[src/rtl/nlx_sram_ctrl_pkg.sv]
// Shared widths, command record and helpers for the SRAM request front-end.
package nlx_sram_ctrl_pkg;

  localparam int ADDR_W = 16;
  localparam int DATA_W = 32;
  localparam int BE_W   = 4;

  typedef struct packed {
    logic [BE_W-1:0]   we;
    logic [ADDR_W-1:0] addr;
    logic [DATA_W-1:0] wdata;
  } nlx_sram_cmd_t;

  // An all-zero byte-enable mask is a read.
  function automatic logic is_read(input logic [BE_W-1:0] we);
    return (we == '0);
  endfunction

endpackage

[src/rtl/nlx_sram_rsp_fifo.sv]
// Read-response FIFO with a registered head word; occupancy decides full/empty.
module nlx_sram_rsp_fifo #(
  parameter int DEPTH = 4,
  parameter int WIDTH = 32
) (
  input  logic                       clk,
  input  logic                       rst,
  input  logic                       push,
  input  logic [WIDTH-1:0]           push_data,
  input  logic                       pop,
  output logic [WIDTH-1:0]           pop_data,
  output logic                       empty,
  output logic [$clog2(DEPTH):0]     count
);

  localparam int PW = $clog2(DEPTH);
  localparam int CW = PW + 1;

  logic [WIDTH-1:0] mem [DEPTH];
  logic [PW-1:0]    wr_ptr;
  logic [PW-1:0]    rd_ptr;
  logic [PW-1:0]    rd_next;
  logic             push_en;
  logic             pop_en;

  assign empty   = (count == '0);
  assign pop_en  = pop && !empty;
  assign push_en = push && ((count < CW'(DEPTH)) || pop_en);
  assign rd_next = rd_ptr + PW'(pop_en);

  always_ff @(posedge clk) begin
    if (push_en) begin
      mem[wr_ptr] <= push_data;
    end
  end

  // The head register preloads whichever word sits at the next read pointer,
  // taking the incoming word when it lands exactly there this cycle.
  always_ff @(posedge clk or posedge rst) begin
    if (rst) begin
      wr_ptr   <= '0;
      rd_ptr   <= '0;
      count    <= '0;
      pop_data <= '0;
    end else begin
      if (push_en) begin
        wr_ptr <= wr_ptr + PW'(1);
      end
      rd_ptr   <= rd_next;
      count    <= count + CW'(push_en) - CW'(pop_en);
      pop_data <= (push_en && (wr_ptr == rd_next)) ? push_data : mem[rd_next];
    end
  end

endmodule

[src/rtl/nlx_sram_ctrl.sv]
// SRAM request front-end: registered issue stage, read-tag pipeline,
// credit counter and in-order read-response FIFO.
module nlx_sram_ctrl
  import nlx_sram_ctrl_pkg::*;
#(
  parameter int RD_LAT    = 1,
  parameter int RSP_DEPTH = 4
) (
  input  logic              clk,
  input  logic              rst,
  input  logic              req_valid,
  output logic              req_ready,
  input  logic [BE_W-1:0]   req_we,
  input  logic [ADDR_W-1:0] req_addr,
  input  logic [DATA_W-1:0] req_wdata,
  output logic              rsp_valid,
  input  logic              rsp_ready,
  output logic [DATA_W-1:0] rsp_rdata,
  output logic [BE_W-1:0]   sram_we,
  output logic [ADDR_W-1:0] sram_addr,
  output logic [DATA_W-1:0] sram_wdata,
  input  logic [DATA_W-1:0] sram_rdata
);

  localparam int CW = $clog2(RSP_DEPTH) + 1;

  nlx_sram_cmd_t issue_q;
  nlx_sram_cmd_t req_cmd;
  logic [CW-1:0] credit_cnt;
  logic [CW-1:0] rsp_count;
  logic [RD_LAT:0] tag;
  logic          accept;
  logic          rd_accept;
  logic          rsp_pop;
  logic          fifo_empty;

  assign req_ready = (credit_cnt < CW'(RSP_DEPTH));
  assign accept    = req_valid && req_ready;
  assign rd_accept = accept && is_read(req_we);
  assign rsp_valid = !fifo_empty;
  assign rsp_pop   = rsp_valid && rsp_ready;

  assign req_cmd = '{we: req_we, addr: req_addr, wdata: req_wdata};

  assign sram_we    = issue_q.we;
  assign sram_addr  = issue_q.addr;
  assign sram_wdata = issue_q.wdata;

  // Idle cycles keep addr/wdata and only drop the byte enables,
  // which presents a harmless read to the SRAM.
  always_ff @(posedge clk or posedge rst) begin
    if (rst) begin
      issue_q <= '0;
    end else if (accept) begin
      issue_q <= req_cmd;
    end else begin
      issue_q.we <= '0;
    end
  end

  // tag[i] marks that the command issued i edges ago was a real read.
  always_ff @(posedge clk or posedge rst) begin
    if (rst) begin
      tag <= '0;
    end else begin
      tag <= {tag[RD_LAT-1:0], rd_accept};
    end
  end

  always_ff @(posedge clk or posedge rst) begin
    if (rst) begin
      credit_cnt <= '0;
    end else begin
      case ({rd_accept, rsp_pop})
        2'b10:   credit_cnt <= credit_cnt + CW'(1);
        2'b01:   credit_cnt <= credit_cnt - CW'(1);
        default: credit_cnt <= credit_cnt;
      endcase
    end
  end

  nlx_sram_rsp_fifo #(
    .DEPTH (RSP_DEPTH),
    .WIDTH (DATA_W)
  ) u_rsp_fifo (
    .clk       (clk),
    .rst       (rst),
    .push      (tag[RD_LAT]),
    .push_data (sram_rdata),
    .pop       (rsp_pop),
    .pop_data  (rsp_rdata),
    .empty     (fifo_empty),
    .count     (rsp_count)
  );

  // Credits reserve a slot for every tagged read, so a push never meets a full FIFO.
  always_comb begin
    if (!rst) begin
      assert (!(tag[RD_LAT] && !rsp_pop && (rsp_count == CW'(RSP_DEPTH))));
    end
  end

endmodule

[config.mk]
export PLATFORM = sky130hd
export DESIGN_NAME = nlx_sram_ctrl
export DESIGN_NICKNAME = d
export VERILOG_FILES = /design/src/rtl/nlx_sram_ctrl_pkg.sv /design/src/rtl/nlx_sram_rsp_fifo.sv /design/src/rtl/nlx_sram_ctrl.sv
export SDC_FILE = /design/constraint.sdc
export NUM_CORES = 1
export LEC_CHECK = 0
export ABC_AREA = 1
export CAP_MARGIN = 20
export CORE_ASPECT_RATIO = 1.25
export CORE_MARGIN = 10
export CORE_UTILIZATION = 31
export CTS_CLUSTER_DIAMETER = 30
export DETAILED_ROUTE_END_ITERATION = 10
export GPL_ROUTABILITY_DRIVEN = 0
export GPL_TIMING_DRIVEN = 0
export HOLD_SLACK_MARGIN = 0.12
export PLACE_DENSITY_LB_ADDON = 0.12
export SYNTH_ARGS = -nofsm -noshare
export SYNTH_HDL_FRONTEND = slang
export SYNTH_SLANG_ARGS = --single-unit
[constraint.sdc]
create_clock -name clk -period 3.2 [get_ports clk]
set_clock_uncertainty 0.15 [all_clocks]
set_input_delay 0.32 -clock clk [delete_from_list [all_inputs] [get_ports clk]]
set_output_delay 0.32 -clock clk [all_outputs]
set_load 0.02 [all_outputs]
### After elaboration in Yosys (flattened, before gate mapping)

Memories as Yosys holds them, arrays and structs flattened. A register that Yosys moved wholly into a read port is not among the register bits.
Cells that the tools add are included.

* register bits after elaboration: 64
* bits in latches: 0
* memory bits (writable): 128
* bits in read-only memories: 0
* bits of input ports: 88
* logic and storage cells: 33
* memories: 1

* add/subtract/negate cells: 6
* multipliers: 0
* divide/modulo/power cells: 0
* $lt $le $gt $ge: 2
* equal/unequal tests: 2
* shift-type cells: 0
* mux-type cells: 4
* bitwise logic cells: 0
* reduce and logical (&&, ||, !) cells: 10

Memories
* u_rsp_fifo.mem: words 4, width 32, rd ports 1, clocked after Yosys merged registers in 1, write ports 1, RTL line nlx_sram_rsp_fifo.sv:19 `logic [WIDTH-1:0] mem [DEPTH];`

Operator list (count)
* 3-bit < comparator, second input constant: 2
* 3-bit case mux with 2 select lines: 1
* 1-bit logical AND: 5
* 4-bit zero test: 1
* 4-bit two-way mux: 1
* 3-bit by 1-bit adder with 3-bit output: 1
* 3-bit by 1-bit adder with 3-bit output, second input constant: 1
* 3-bit zero test: 1
* 3-bit by 1-bit subtractor with 3-bit output: 1
* 3-bit by 1-bit subtractor with 3-bit output, second input constant: 1
* 2-bit by 1-bit adder with 2-bit output: 1
* 2-bit by 1-bit adder with 2-bit output, second input constant: 1
* 2-bit by 1-bit == test with 1-bit output, second input constant: 1
* 2-bit == test, second input constant: 1
* 1-bit two-way mux: 2
* 2-bit nonzero test: 1
* 1-bit zero test: 1
* 1-bit logical OR: 1

### Longest topological paths before layout

* depth in word-level cells: 8
* gate-level depth with buffers: 12
* gate-level depth less buffers: 11

### Hierarchy

From an unflattened synthesis, not the netlist that was laid out.

* cell total of the unflattened synthesis: 874
* area, all modules: 9032.4 um2

Modules (own cells, without submodules)
* nlx_sram_rsp_fifo: instances 1, cells each 629, area an instance 6830.3 um2, seq. area each 4819.6 um2
* nlx_sram_ctrl: instances 1, cells each 245, area an instance 2202.1 um2, seq. area each 1426.4 um2

### Worst setup path before layout

OpenSTA, ideal clock, no wires.

* path type: reg-to-reg
* from: reg u_rsp_fifo.wr_ptr[0]
* to: mem u_rsp_fifo.mem[2][0] (enable)
* arrival: 2.017 ns
* data required time: 2.629 ns
* path slack: 0.612 ns
* cell stages (with the launch flop): 5
* buffers on the path: 0
* period minus slack after synthesis: 2.588 ns
* cells stage by stage: dfrtp_1 > inv_2 > ha_1 > inv_1 > nor2_1

RTL lines
* start, declared: RTL line nlx_sram_rsp_fifo.sv:20 `logic [PW-1:0] wr_ptr;`
* start signal, assigned: RTL line nlx_sram_rsp_fifo.sv:47 `wr_ptr <= wr_ptr + PW'(1);`
* end, declared: RTL line nlx_sram_rsp_fifo.sv:19

No word-level cell before the write port.

### Worst setup path in the final report

* from: reg u_rsp_fifo.count[2]
* to: out rsp_valid

* longest elaborated chain between the ends: 2

Ends and longest elaborated chain
* start, declared: RTL line nlx_sram_rsp_fifo.sv:13 `output logic [$clog2(DEPTH):0] count`
* start signal, assigned: RTL line nlx_sram_rsp_fifo.sv:50 `count <= count + CW'(push_en) - CW'(pop_en);`
* 3-bit zero test: RTL line nlx_sram_rsp_fifo.sv:26 `assign empty = (count == '0);`
* 1-bit zero test: RTL line nlx_sram_ctrl.sv:40 `assign rsp_valid = !fifo_empty;`
* end, declared: RTL line nlx_sram_ctrl.sv:16 `output logic rsp_valid,`

Every way passes these cells.

==> summary.md <==
For this run, the top clock speed supported by timing is 456 MHz. The initial antenna violation count was 2; the average cell area after synthesis was 10.4 µm². Dividing total power by cell area gives a power density of 1080 nW/µm². For this design the static power due to leakage is 5.87 nW. The largest net degree at the start of global routing was 57; the clock input transition at the sequential cells of the worst setup and hold paths was 0.05 ns. Walking the worst path, the cells encountered are inv_1 > nand3_1 > clkdlybuf4s50_1. The tools report the critical register-to-register path startpoint as u_rsp_fifo.count[1]$_DFF_PP0_. After the first detailed-routing iteration, the DRC count stood at 366.

Cell area after placement: 11300 µm². The tools report the worst-skew pair later-pin latency as 0.53 ns. Clock tree synthesis found a total of 224 sinks.

For the slack of the worst reg-to-reg path, the log shows 1.08 ns. The via count of the first global-routing pass was 7029; the share of the clock period used by the worst path was 68.6%. After clock tree synthesis, the flow added hold-fix buffers numbering 0.

In the layout the commonest cells are 503 x nand2_1, 173 x clkdlybuf4s50_1, 128 x edfxtp_1. The tools report the number of fillers in the final layout as 2655. The area growth from synthesis to layout is 45.6%. The slowest stage of the critical path is the clkdlybuf4s50_1 cell. The maximum level of the CTS H-tree is 2. In this run the worst path has a maximum fanout of 3. The HPWL after detailed placement is 15900 µm.

The leading cell type in the layout, fill and taps excluded was nand2_1. Setup violations remaining at the end of the flow were counted as 0. Headroom to the max-slew limit came out at 45.6%.

The maximum VDD drop is 710 µV. The logs give 2460 µm² for the area occupied by multi-input gates and 965 for the number of nets in the synthesized netlist. In this run the worst setup path begins at u_rsp_fifo.count[2]$_DFF_PP0_. After synthesis, flip-flops and latches occupy 69.4% of the total area. For this run, asynchronously set or reset flops after synthesis account for 42.9%.

The cell count of the worst reg-to-reg path was 12; the overall power of the completed layout was 14.2 mW. The root buffer cell chosen for the clock tree is clkbuf_16. After clock tree synthesis, the repair step resized 0 gates. The number of synthesized register bits came out at 224.

Data arrives at the worst endpoint at 1.72 ns. The worst slack on hold paths came out at 0.140 ns. The logs give 0 for the max-cap check violation count and 24 for the distinct cell type count of the synthesized netlist. The min-delay analysis places its worst path in the category input pin to async pin. Overall die width: 172 µm. The standard-cell row count is 69, and the number of antenna diodes is 0.

The count of buffers added on input and output ports is 173. The run gives 6250 µm² as the area occupied by registers. The finished cells cover 13100 µm².

The tools report the total count of hold-check failures in the final report as 0. The run gives 5 as the first-pass detailed-route iteration total. The initial utilization of the core area, before any placement, comes to 31.6%. The cell area after synthesis was 9000 µm²; the count of warnings emitted by yosys was 0.

Together, buffers and inverters on the worst path number 2. The final layout contains 1195 nets. For the pin with the worst max-slew slack, the measured transition is 0.816 ns. Worst reg2reg path endpoint: u_rsp_fifo.pop_data[12]$_DFF_PP0_. The required arrival time at the worst endpoint is 2.73 ns. The run finished with clean final reports.

Max-slew violation count: 0. The detailed-route vias per instance was 4.42. The startpoint class of the critical path is a flip-flop. The tools report the global-route wire length before repair as 39100 µm. The kind of cell with the highest combined delay along the critical path is buffers and inverters. TritonCTS built the clock tree.

The routed length per instance was 16.6 µm. Measured along the y axis, the die boundary spans 210 µm. The total area inside the core boundary comes to 28500 µm². The worst setup path is captured at a primary output. Setup repair after global routing left no endpoint under its margin. For the number of ports placed on the die boundary, the log shows 174. The gate count of the mapped netlist was 868; the via total after detailed routing was 6596.

Buffers added to address setup during post-CTS repair amount to 0. Summed over all layers, the global routing overflow is 0. TritonCTS created 50 clock buffers. Leading register cell type out of synthesis: edfxtp_1. The worst path needs 2.19 ns of the cycle, external delays included.

Counting flops with a built-in enable in the synthesized netlist gives 128. In this design, the stage delay of the slowest critical-path cell is 0.61 ns. In the final layout, the share of cells above drive strength 1 is 12.7%.

After detailed routing, the total wire length is 24700 µm. In the global route stage, overall resource usage came out at 14.0%. Number of buffers on the longest clock path: 3.

The die covers 36300 µm². Critical path class: flip-flop to primary output. The detail route stage leaves a number of antenna-violating nets equal to 0. For this run, design rule violations remaining after detail routing come to 0. The setup TNS after final layout is 0 ns.
worst max path at each step:
stage	end	slack, ns	cells past startpoint
after detailed placement	u_rsp_fifo.pop_data[19]$_DFF_PP0_	0.63	13
after global routing	u_rsp_fifo.pop_data[12]$_DFF_PP0_	0.86	12
final	rsp_valid	1.01	3
after CTS	rsp_valid	0.95	3
after floorplan	credit_cnt[0]$_DFFE_PP0P_	0.22	1
after global placement	u_rsp_fifo.pop_data[10]$_DFF_PP0_	-1.87	2
power by group:
part           total [mW]  switching, mW  internal (mW)
combinational        4.95           3.09           1.86
clock                5.33           1.58           3.76
sequential           3.92          0.262           3.66
per-layer routing:
| metal | vias to the layer above | global-route usage (%) | part of all wire (%) |
|---|---|---|---|
| li1 | 3257 | - | - |
| met1 | 3036 | 15.5 | 39 |
| met2 | 236 | 21.8 | 46 |
| met3 | 63 | 7.22 | 12 |
| met4 | 4 | 6.28 | 2.8 |
| met5 | - | 0 | 0.12 |
logic make-up (layout without fill, tap and decap cells):
family / after synthesis / after routing / share of synthesized area, %
adder cells (fa/ha/maj): 9 / 9 / 1.42
AND/OR/NAND/NOR: 555 / 555 / 24.7
flip-flops: 224 / 224 / 69.4
buffers and inverters: 68 / 338 / 3.59
XOR/XNOR: 5 / 5 / 0.487
AO/OA/AOI/OAI: 7 / 7 / 0.417
per-stage QoR:
| stage | utilization [%] | cells | setup slack (ns) |
|---|---|---|---|
| after floorplan | - | 868 | 0.225 |
| after global placement | 39.2 | 1396 | -1.87 |
| after detailed placement | 39.7 | 1401 | 0.625 |
| after CTS | 46.0 | 1493 | 0.946 |
| after global routing | 46.0 | 1493 | 0.857 |
| final | 46.0 | 1493 | 1.01 |
sequential cells by signal, indices dropped and copies added (netlist names), 3 cells and up:
name	cells
u_rsp_fifo.count	3
sram_addr	16
sram_wdata	32
sram_we	4
u_rsp_fifo.mem	128
u_rsp_fifo.pop_data	32
credit_cnt	3
layout make-up:
| class | instances | share of cell area (%) |
|---|---|---|
| clock inverters | 27 | 2.95 |
| repair buffers | 178 | 14.1 |
| clock buffers | 65 | 10.6 |
| multi-input cells | 576 | 18.8 |
| well taps | 355 | 3.39 |
| inverters | 26 | 0.764 |
| flip-flops and latches | 224 | 47.7 |
| plain buffers | 42 | 1.72 |
cell usage after synthesis (2+ instances only):
library cell | n | area share (%)
xor2_1 | 3 | 0.29
ha_1 | 7 | 0.97
xnor2_1 | 2 | 0.19
buf_2 | 30 | 1.7
nand3_1 | 3 | 0.17
o21ai_0 | 4 | 0.22
inv_1 | 18 | 0.75
clkbuf_1 | 7 | 0.29
edfxtp_1 | 128 | 43
inv_2 | 8 | 0.33
fa_1 | 2 | 0.45
buf_4 | 2 | 0.17
nand2_1 | 503 | 21
nand2_2 | 5 | 0.35
a31oi_1 | 2 | 0.14
dfrtp_1 | 96 | 27
nor2_1 | 8 | 0.33
nand4_1 | 32 | 2.2
buf_6 | 3 | 0.38
No activity file was read; power rests on OpenSTA's default activity.
